==> src/rtl/channel_input_capture.sv <==
// -----------------------------------------------------------------------------
// channel_input_capture
//
// Input-capture path of the advanced timer. Each channel does four things to
// its external TIx pin:
//   1. synchronises it with two flops,
//   2. filters out pulses shorter than a programmable length,
//   3. detects the programmed edge (rising, falling or both),
//   4. prescales the edge events.
// On each surviving event the running counter arr_cnt is latched into the
// channel's capture register, and the capture / over-capture flags are raised.
//
// Parameters
//   NCH            number of capture channels
//   CNT_W          width of arr_cnt and of each capture register
//
// Ports
//   pe_gen_clk     timer kernel clock
//   pe_gen_rstn    asynchronous, active-low reset
//   ti             raw capture pins, asynchronous to pe_gen_clk
//   arr_cnt        running timer counter
//   timing_enable  counter enable; low suppresses capture
//   r_cce          per-channel capture enable
//   r_ccp          edge polarity: 0 = rising, 1 = falling
//   r_ccnp         1 = capture on both edges (overrides r_ccp)
//   r_icf          filter length N per channel, bits [4i+3:4i]
//   r_icpsc        prescaler per channel, bits [2i+1:2i]:
//                  capture on every 1st / 2nd / 4th / 8th event
//   ccif_clr       one-cycle clear pulse for ccif
//   ccof_clr       one-cycle clear pulse for ccof
//   cc_cap         capture registers; channel i at [CNT_W*i +: CNT_W]
//   ccif           sticky capture flag
//   ccof           sticky over-capture flag
//   cap_pulse      one-cycle strobe per capture
//   tif            filtered pin level
// -----------------------------------------------------------------------------
module channel_input_capture #(
    parameter int NCH   = 4,
    parameter int CNT_W = 16
) (
    input  logic                 pe_gen_clk,
    input  logic                 pe_gen_rstn,
    input  logic [NCH-1:0]       ti,
    input  logic [CNT_W-1:0]     arr_cnt,
    input  logic                 timing_enable,
    input  logic [NCH-1:0]       r_cce,
    input  logic [NCH-1:0]       r_ccp,
    input  logic [NCH-1:0]       r_ccnp,
    input  logic [4*NCH-1:0]     r_icf,
    input  logic [2*NCH-1:0]     r_icpsc,
    input  logic [NCH-1:0]       ccif_clr,
    input  logic [NCH-1:0]       ccof_clr,
    output logic [CNT_W*NCH-1:0] cc_cap,
    output logic [NCH-1:0]       ccif,
    output logic [NCH-1:0]       ccof,
    output logic [NCH-1:0]       cap_pulse,
    output logic [NCH-1:0]       tif
);

    for (genvar g = 0; g < NCH; g++) begin : g_ch

        // Pin conditioning state.
        logic       s1;
        logic       s2;
        logic       tif_q;
        logic       tif_d;
        logic [3:0] flt_cnt;

        // Event and capture state.
        logic [2:0]       psc_cnt;
        logic [2:0]       psc_last;
        logic [CNT_W-1:0] cap_q;
        logic             ccif_q;
        logic             ccof_q;
        logic             pulse_q;

        logic [3:0] flt_n;
        logic [1:0] psc_sel;
        logic       rise;
        logic       fall;
        logic       edge_evt;
        logic       run;
        logic       capture;

        assign flt_n   = r_icf[4*g +: 4];
        assign psc_sel = r_icpsc[2*g +: 2];

        // Sync, filter and edge history keep running even while capture is
        // disabled, so tif always reflects the pin for slave-mode users.
        // The filter counter holds the number of consecutive clocks in which
        // s2 has disagreed with tif. It is compared with >= so that lowering
        // N while a count is in progress cannot leave it stranded above N.
        // NOTE: sequential state uses non-blocking assignments so every flop
        // samples pre-edge values, regardless of statement order.
        always_ff @(posedge pe_gen_clk or negedge pe_gen_rstn) begin
            if (!pe_gen_rstn) begin
                s1      <= 1'b0;
                s2      <= 1'b0;
                tif_q   <= 1'b0;
                tif_d   <= 1'b0;
                flt_cnt <= 4'd0;
            end else begin
                s1    <= ti[g];
                s2    <= s1;
                tif_d <= tif_q;
                if (s2 == tif_q) begin
                    flt_cnt <= 4'd0;
                end else if (flt_cnt >= flt_n) begin
                    tif_q   <= s2;
                    flt_cnt <= 4'd0;
                end else begin
                    flt_cnt <= flt_cnt + 4'd1;
                end
            end
        end

        assign rise     = tif_q & ~tif_d;
        assign fall     = ~tif_q & tif_d;
        assign edge_evt = r_ccnp[g] ? (rise | fall) : (r_ccp[g] ? fall : rise);
        assign run      = r_cce[g] & timing_enable;

        // Last prescaler count before a capture: (1 << psc_sel) - 1.
        // NOTE: every path of a combinational block assigns its outputs
        // (here via the default arm) so no latch is inferred.
        always_comb begin
            case (psc_sel)
                2'd0:    psc_last = 3'd0;
                2'd1:    psc_last = 3'd1;
                2'd2:    psc_last = 3'd3;
                default: psc_last = 3'd7;
            endcase
        end

        assign capture = run & edge_evt & (psc_cnt == psc_last);

        // Prescaler, capture register and flags. A set always wins over a
        // coinciding clear. Over-capture needs ccif to be genuinely pending,
        // i.e. not being cleared by software on the same clock.
        // NOTE: the capture register is an ordinary visible output register,
        // not a memory array, so it is reset along with the rest.
        always_ff @(posedge pe_gen_clk or negedge pe_gen_rstn) begin
            if (!pe_gen_rstn) begin
                psc_cnt <= 3'd0;
                cap_q   <= '0;
                ccif_q  <= 1'b0;
                ccof_q  <= 1'b0;
                pulse_q <= 1'b0;
            end else begin
                if (!run) begin
                    psc_cnt <= 3'd0;
                end else if (edge_evt) begin
                    psc_cnt <= (psc_cnt == psc_last) ? 3'd0 : psc_cnt + 3'd1;
                end

                pulse_q <= capture;
                if (capture) begin
                    cap_q <= arr_cnt;
                end

                if (capture) begin
                    ccif_q <= 1'b1;
                end else if (ccif_clr[g]) begin
                    ccif_q <= 1'b0;
                end

                if (capture && ccif_q && !ccif_clr[g]) begin
                    ccof_q <= 1'b1;
                end else if (ccof_clr[g]) begin
                    ccof_q <= 1'b0;
                end
            end
        end

        assign cc_cap[CNT_W*g +: CNT_W] = cap_q;
        assign ccif[g]                  = ccif_q;
        assign ccof[g]                  = ccof_q;
        assign cap_pulse[g]             = pulse_q;
        assign tif[g]                   = tif_q;
    end

endmodule
==> config.mk <==
export PLATFORM = sky130hd
export DESIGN_NAME = channel_input_capture
export DESIGN_NICKNAME = d
export VERILOG_FILES = /design/src/rtl/channel_input_capture.sv
export SDC_FILE = /design/constraint.sdc
export NUM_CORES = 1
export LEC_CHECK = 0
export ABC_AREA = 0
export CORE_MARGIN = 3
export CORE_UTILIZATION = 50
export CTS_BUF_LIST = sky130_fd_sc_hd__clkbuf_16
export DETAILED_ROUTE_END_ITERATION = 7
export MAX_ROUTING_LAYER = met4
export PLACE_DENSITY = 0.82
export SETUP_SLACK_MARGIN = 0.1
export SLEW_MARGIN = 20
export SYNTH_ARGS = -nofsm -noshare
export SYNTH_HDL_FRONTEND = slang
export SYNTH_SLANG_ARGS = --single-unit
==> constraint.sdc <==
create_clock -name pe_gen_clk -period 5.4 [get_ports pe_gen_clk]
set_clock_uncertainty 0.15 [all_clocks]
set_input_delay 1.62 -clock pe_gen_clk [delete_from_list [all_inputs] [get_ports pe_gen_clk]]
set_output_delay 1.62 -clock pe_gen_clk [all_outputs]
set_load 0.01 [all_outputs]
== Yosys cells after proc, flatten, opt, wreduce, memory -nomap -nowiden ==
Index checks and enable logic that the tools add are counted.
Widths: inputs -> output; s select.

* Bits in writable memories: 0
* Latch bits: 0
* Memories: 0
* Bits of input ports: 67
* Register bits: 120
* Output and inout bits: 80
* ROM bits: 0
* Logic and storage cells: 184

* Muxes and demuxes: 48
* Shift-type cells: 0
* Bitwise operators: 36
* $lt $le $gt $ge: 4
* Reductions and logical operators: 28
* Eq/ne operators: 20
* Divide/modulo/power cells: 0
* $add $sub $neg: 8
* Multiply operators: 0

{| class="wikitable"
|+ Operators with widths
! cell !! count
|-
| $mux 3 || 12
|-
| $pmux 3 s3 || 4
|-
| $mux 4 || 8
|-
| $mux 1 || 24
|-
| $and 1x1->1 || 20
|-
| $add 4x1->4 const B || 4
|-
| $ge 4x4->1 || 4
|-
| $reduce_bool 2->1 || 8
|-
| $add 3x1->3 const B || 4
|-
| $eq 3x3->1 || 4
|-
| $not 1->1 || 12
|-
| $eq 2x1->1 const B || 4
|-
| $eq 2x2->1 const B || 4
|-
| $logic_and 1x1->1 || 8
|-
| $logic_not 2->1 || 4
|-
| $ne 2x2->1 const B || 4
|-
| $reduce_and 2->1 || 4
|-
| $eq 1x1->1 || 4
|-
| $logic_not 1->1 || 4
|-
| $or 1x1->1 || 4
|}

== Depth between registers and ports, before layout ==
Gate-level depths: netlist (run 1).

* Depth in word-level cells: 9
* Depth in mapped cells: 7
* Depth with buffers taken out: 7

== Least setup slack after synthesis (run 1) ==
Ideal clock, no wire load.

* Path type: input to register
* From: input port r_icpsc[0]
* To: register g_ch[0].cap_q[10]
* Required time: 5125 ps
* Cell stages on the path: 6
* Buffers on the path: 1
* Library setup time: 125 ps
* Setup slack: 1875 ps
* Data arrival time: 3250 ps
* Cell sequence: or4_4 a21oi_4 a31oi_2 nor3_4 buf_12 mux2_4

* Longest elaborated chain between the ends: 4
* Elaborated cells on any way between the ends: 6
* Classes of those cells: eq/ne (3); mux (1); bitwise (1); reduce/logical (1)

{| class="wikitable"
|+ RTL lines
! element !! line !! RTL
|-
| start: declaration || 50 || <nowiki>input logic [2*NCH-1:0] r_icpsc,</nowiki>
|-
| $eq 2x2->1, or another cell as far along || 126 || <nowiki>case (psc_sel)</nowiki>
|-
| $pmux 3 s3 (*) || 126 ||
|-
| $eq 3x3->1 (*) || 134 || <nowiki>assign capture = run & edge_evt & (psc_cnt == psc_last);</nowiki>
|-
| $and 1x1->1 (*) || 134 ||
|-
| via g_ch[0].capture || 83 || <nowiki>logic capture;</nowiki>
|-
| end signal: assignment || 157 || <nowiki>cap_q <= arr_cnt;</nowiki>
|-
| end: declaration || 72 || <nowiki>logic [CNT_W-1:0] cap_q;</nowiki>
|}

The timed path passes the listed nets; every way through them passes the cells marked *.
A chain may end at the register's enable or synchronous reset.

== Worst setup path after layout (run 1) ==
* From: input port r_icpsc[1]
* To: register g_ch[0].cap_q[3]

* Longest elaborated chain between the ends: 4
* Elaborated cells on any way between the ends: 6
* Classes of those cells: eq/ne (3); mux (1); bitwise (1); reduce/logical (1)

{| class="wikitable"
|+ RTL lines
! element !! line
|-
| $eq 2x2->1, or another cell as far along || 126
|-
| $pmux 3 s3 (*) || 126
|-
| $eq 3x3->1 (*) || 134
|-
| $and 1x1->1 (*) || 134
|}

Every way passes the cells marked *; elsewhere a longest branch is shown, timed or not.

==> results of run 1 <==
[per-layer routing]
layer / vias to the layer above / global-route usage [%] / routed length (microns)
met4: 0 / 8.029 / 240
met1: 1845 / 25.29 / 4948
met5: - / - / 0
met2: 104 / 36.35 / 6384
li1: 1776 / - / -
met3: 19 / 7.174 / 722
[Yosys cell counts (4+ instances only)]
master	number	area (sq um)
a21o_1	4	30.03
a21oi_1	15	75.07
buf_4	16	120.1
dfrtp_1	120	3003
ha_1	32	400.4
inv_1	36	135.1
mux2_2	63	709.4
mux2_4	8	120.1
nand2_1	20	75.07
nand2b_1	16	100.1
nand3_1	5	25.02
nor2_1	19	71.32
nor2b_1	6	37.54
nor3_4	4	65.06
nor3b_1	4	30.03
o211ai_1	4	30.03
o21ai_0	8	40.04
o21ai_1	4	20.02
o41ai_1	4	35.03
xnor2_1	7	61.31
xor2_1	8	70.07
[flip-flops by register name, summed over array words and instances (netlist names)]
name and flops:
g_ch.cap_q 64, g_ch.flt_cnt 16, g_ch.psc_cnt 12, g_ch.ccif_q 4, g_ch.ccof_q 4, g_ch.pulse_q 4
g_ch.s1 4, g_ch.s2 4, g_ch.tif_d 4, g_ch.tif_q 4
[per-stage QoR]
stage	util [%]	total power, W	worst slack [ns]	cells	cell area (sq um)
finish	71.88	0.003780	1.758	730	7620
global route	71.88	0.004015	1.686	730	7620
CTS	71.84	0.003825	1.779	730	7616
detailed placement	66.75	0.002786	1.350	698	7077
global placement	66.75	0.002713	1.401	698	7077
floorplan	-	0.002060	1.875	430	5577
[logic make-up (layout without fill, tap and decap cells)]
logic type               count (synthesis)  after routing  share of synthesized area [%]
buffers and inverters                   56            220                          5.542
AO/OA/AOI/OAI                           48             48                          7.157
multiplexers                            72             72                          15.08
AND/OR/NAND/NOR                         87             87                          8.840
adder cells (fa/ha/maj)                 32             32                          7.180
XOR/XNOR                                15             15                          2.356
flip-flops                             120            120                          53.85
[layout make-up]
cell class                      instances  area [sq um]  area share, %
Sequential cell                       120          3003          39.41
Tap cell                              136         170.2          2.233
Clock buffer                           17         425.4          5.583
Timing Repair Buffer                  152          1508          19.79
Clock inverter                         15         113.9          1.494
Multi-Input combinational cell        254          2265          29.72
Inverter                               36         135.1          1.773
[worst max-delay path by stage]
| stage | from | to | slack [ns] | cells past startpoint |
|---|---|---|---|---|
| 2_1_floorplan | r_icpsc[0] | g_ch[0].cap_q[10] | 1.88 | 6 |
| 3_3_place_gp | r_icpsc[0] | g_ch[0].cap_q[3] | 1.40 | 7 |
| 3_5_place_dp | r_icpsc[1] | g_ch[0].cap_q[3] | 1.35 | 7 |
| 4_1_cts | r_icpsc[1] | g_ch[0].cap_q[2] | 1.78 | 7 |
| 5_1_grt | r_icpsc[2] | g_ch[1].cap_q[3] | 1.69 | 7 |
| 6_report | r_icpsc[1] | g_ch[0].cap_q[3] | 1.76 | 7 |
[power by group through the flow]
stage / Combinational [W] / Sequential [W] / Clock, W
detailed placement: 0.00137 / 0.00142 / 0
floorplan: 0.000565 / 0.00150 / 0
global route: 0.00147 / 0.00146 / 0.00109
finish: 0.00135 / 0.00141 / 0.00102
global placement: 0.00132 / 0.00140 / 0
CTS: 0.00138 / 0.00141 / 0.00104
==> impl_metrics.ini, run 1 <==
[sta]
rsz0062_at_grt = false
hold_violations = 0
drv_slew = 0
setup-violations-final = 0
hold_slack_ns = 0.2063
post-route-period-util_pct = 67.45
max_slew.worst_pin.slew_ns = 0.7409
timing.fmax_mhz = 274.6
fin_crit_ns = 3.642
fin_setup_tns_ns = 0
slew_headroom_pct = 50.61

[power]
switching_share_pct = 30.42
ir_drop_mv = 0.3152
p_sw_w = 0.001150
clkPwrFrac_pct = 26.9
power_frac_comb_pct = 35.8
p_int_w = 0.002630
p_seq_share_pct = 37.2
power_density_nw_per_um2 = 496.1
p_leak_nw = 3.431

[clocking]
clockRootBuffer = clkbuf_16
clock-sinks = 120
cts_max_level = 4
cts_tree = yes
clock_latency_ns = 0.40
clk_path_buf_depth = 2
cts.clk_slew.worst_paths_ns = 0.06
cts.repair.resized = 0
numCtsBuffers = 17
post_cts_buffers = 0
postCtsHoldBufs = 0

[logic_synthesis]
async_flop_share_pct = 100.0
synth_flop_cell = dfrtp_1
syn_area_sq_um = 5577
yosysUniqueCellTypes = 35
synth_nets = 529
ys_ff_latch = 120
synth_warnings = 0
syn_area_per_cell_sq_um = 12.97
synth-edff-count = 0
syn_inst = 430
ys_seq_area_share_pct = 53.85

[cells_and_area]
final_common_cell = clkdlybuf4s50_1
fillers = 726
final_cell_mix = clkdlybuf4s50_1 (145), dfrtp_1 (120), mux2_2 (63)
num-nets-final = 680
syn_to_final_growth_pct = 36.64
diodes = 0
drive_above_1_share_pct = 19.87

[critical_path]
worstSetupEndpointType = flop
cp.buffers_inverters = 2
crit_chain = clkdlybuf4s50_1 > or4_4 > a21oi_4 > a31oi_2 > nor3_4 > buf_4 > mux2_2
cpLargestDelayFamily = buffers and inverters
rr_worst_depth = 7
critPathRequiredTime_ns = 5.54
rr_startpoint = g_ch[0].tif_q
crit_arrival_ns = 3.78
reg2reg_slack_ns = 3.04
slowest_delay_ns = 0.55
path_class = input port to flop
crit_path_start_kind = input port
crit_path_max_fanout = 18
crit_slowest_cell = or4_4
r2r-end = g_ch[0].cap_q[15]

[worst_hold_path]
holdCritStartpoint = g_ch[3].s1
worstHoldPathType = flop to flop
min_to = g_ch[3].s2
hold_path_depth = 0

[route]
first_pass_iters = 4
wirelength_microns = 12290
postRouteAntennaNets = 0
via_count = 3744
detail_route.wl_per_cell_microns = 16.84
viasPerCell = 5.129
drtIter0Drc = 97
drc_errors = 0

[die]
dieArea_sq_um = 12460
fp.dieW_microns = 111.6
die_height_microns = 111.6
core.rowCount = 37
io_pins = 147
initial_core_util_pct = 52.60
design.core.area_sq_um = 10600

[grt]
grt_usage_pct = 22.04
grt_pass1_vias = 4212
overflow = 0
grt_antenna_before_repair = 0
grt_max_degree = 85
grt_pass1_wl_microns = 21070

[place]
io_buffers = 146
place_hpwl_microns = 8884
gp_congestion = 0.8134

[run]
cap_violations = 0

[run_status]
status = completed
Note: power is estimated with default switching activity, not from simulation.
==> inputs of run 2 (changes only) <==
- CORE_UTILIZATION: 50 -> 44
- PLACE_DENSITY: 0.82 -> 0.76
- clock period: 5.4 -> 3 ns (I/O delays scaled with it)
==> impl_metrics.ini, run 2 (synthesis results as in run 1) <==
[cells_and_area]
final_cell_mix = clkdlybuf4s50_1 (145), dfrtp_1 (120), mux2_2 (63)
top_register = g_ch.cap_q
drive_above_1_share_pct = 21.75
fillers = 964
final_area_sq_um = 7888
multiInputGateArea_sq_um = 2265
num-nets-final = 693
diodes = 0
largestRegisters = g_ch.cap_q (64), g_ch.flt_cnt (16), g_ch.psc_cnt (12)
seq_area_sq_um = 3003
syn_to_final_growth_pct = 41.44
final_common_cell = clkdlybuf4s50_1
largest_reg_flops = 64

[run]
cap_violations = 0

[grt]
grt_max_degree = 57
grt-busiest-layer = met2
grt_pass1_wl_microns = 20710
grt_antenna_before_repair = 0
grt_usage_pct = 18.79
grt_util_met2_pct = 30.94
grt_pass1_vias = 4133
overflow = 0
gr-usage-met3_pct = 5.120
met1_usage_pct = 22.08

[critical_path]
worstSetupEndpointType = flop
path_class = input port to flop
crit_slowest_cell = or4_4
cp.buffers_inverters = 2
crit_chain = clkdlybuf4s50_1 > or4_4 > a21oi_4 > a31oi_2 > nor3_4 > buf_12 > mux2_2
crit_path_max_fanout = 18
crit_path_start_kind = input port
crit_arrival_ns = 2.96
slowest_delay_ns = 0.55
critPathRequiredTime_ns = 3.13
cpLargestDelayFamily = simple AND/OR/NAND/NOR gates

[sta]
setup_slack_ns = 0.1744
max_slew.worst_pin.slew_ns = 0.3732
setup-violations-final = 0
post-route-period-util_pct = 94.19
hold_slack_ns = 0.2000
hold_violations = 0
drv_slew = 0
fin_crit_ns = 2.826
timing.fmax_mhz = 353.9
rsz0062_at_grt = false
slew_headroom_pct = 75.01

[power]
ir_drop_mv = 0.5523
finalPower_w = 0.007117
power_density_nw_per_um2 = 902.3
p_leak_nw = 3.547

[die]
initial_core_util_pct = 45.67
dieArea_sq_um = 14060
die_height_microns = 118.6
fp.dieW_microns = 118.6
design.core.area_sq_um = 12210
io_pins = 147
core.rowCount = 40

[place]
gp_congestion = 0.7631
io_buffers = 146
place_hpwl_microns = 8952
place_ws_ns = -0.2095
dpl_cell_area_sq_um = 7277

[clocking]
cts.clk_slew.worst_paths_ns = 0.05
cts_max_level = 4
cts.repair.resized = 0
clock-sinks = 120
clk_path_buf_depth = 2
numCtsBuffers = 17
clockRootBuffer = clkbuf_16
cts_tree = yes
postCtsHoldBufs = 0
clock_latency_ns = 0.40
post_cts_buffers = 0

[route]
via_count = 3751
first_pass_iters = 4
drtIter0Drc = 92
postRouteAntennaNets = 0
wirelength_microns = 12270
drc_errors = 0
viasPerCell = 4.840
detail_route.wl_per_cell_microns = 15.84

[worst_hold_path]
worstHoldPathType = flop to flop

[run_status]
status = completed
-- run 2: final timing paths --
path	startpoint	endpoint	slack (ns)	depth (start not counted)
worst max-delay path	r_icpsc[1]	g_ch[0].cap_q[5]	0.17	7
worst min-delay path	g_ch[0].s1	g_ch[0].s2	0.20	0
worst max register to register	g_ch[0].psc_cnt[0]	g_ch[0].cap_q[5]	0.74	6
worst min register to register	g_ch[0].s1	g_ch[0].s2	0.20	0
max in group asynchronous	pe_gen_rstn	g_ch[3].tif_d	1.80	2
min in group asynchronous	pe_gen_rstn	g_ch[1].cap_q[5]	0.24	1
-- run 2: area by class of cell --
cell class              instances  share of cell area, %
clock buffers                  17                  5.393
clock inverters                15                  2.348
inverters                      36                  1.713
multi-input cells             254                  28.71
flip-flops and latches        120                  38.07
well taps                     168                  2.665
repair buffers                165                  21.10
-- run 2: routing by layer --
metal / vias up / wire [microns]
met3: 17 / 588
li1: 1793 / -
met4: 0 / 206
met2: 88 / 6272
met1: 1853 / 5206
met5: - / 0
-- run 2: power by group --
part	switching [W]	total (W)	internal, W
Sequential	0.000367	0.00253	0.00217
Clock	0.000718	0.00209	0.00138
Combinational	0.000989	0.00249	0.00150
-- run 2: per-stage QoR --
stage | setup TNS, ns | instances | utilization, %
finish | 0 | 775 | 64.59
global route | 0 | 775 | 64.59
CTS | 0 | 775 | 64.59
detailed placement | -9.746 | 743 | 59.59
global placement | -7.928 | 743 | 59.59
floorplan | 0 | 430 | -
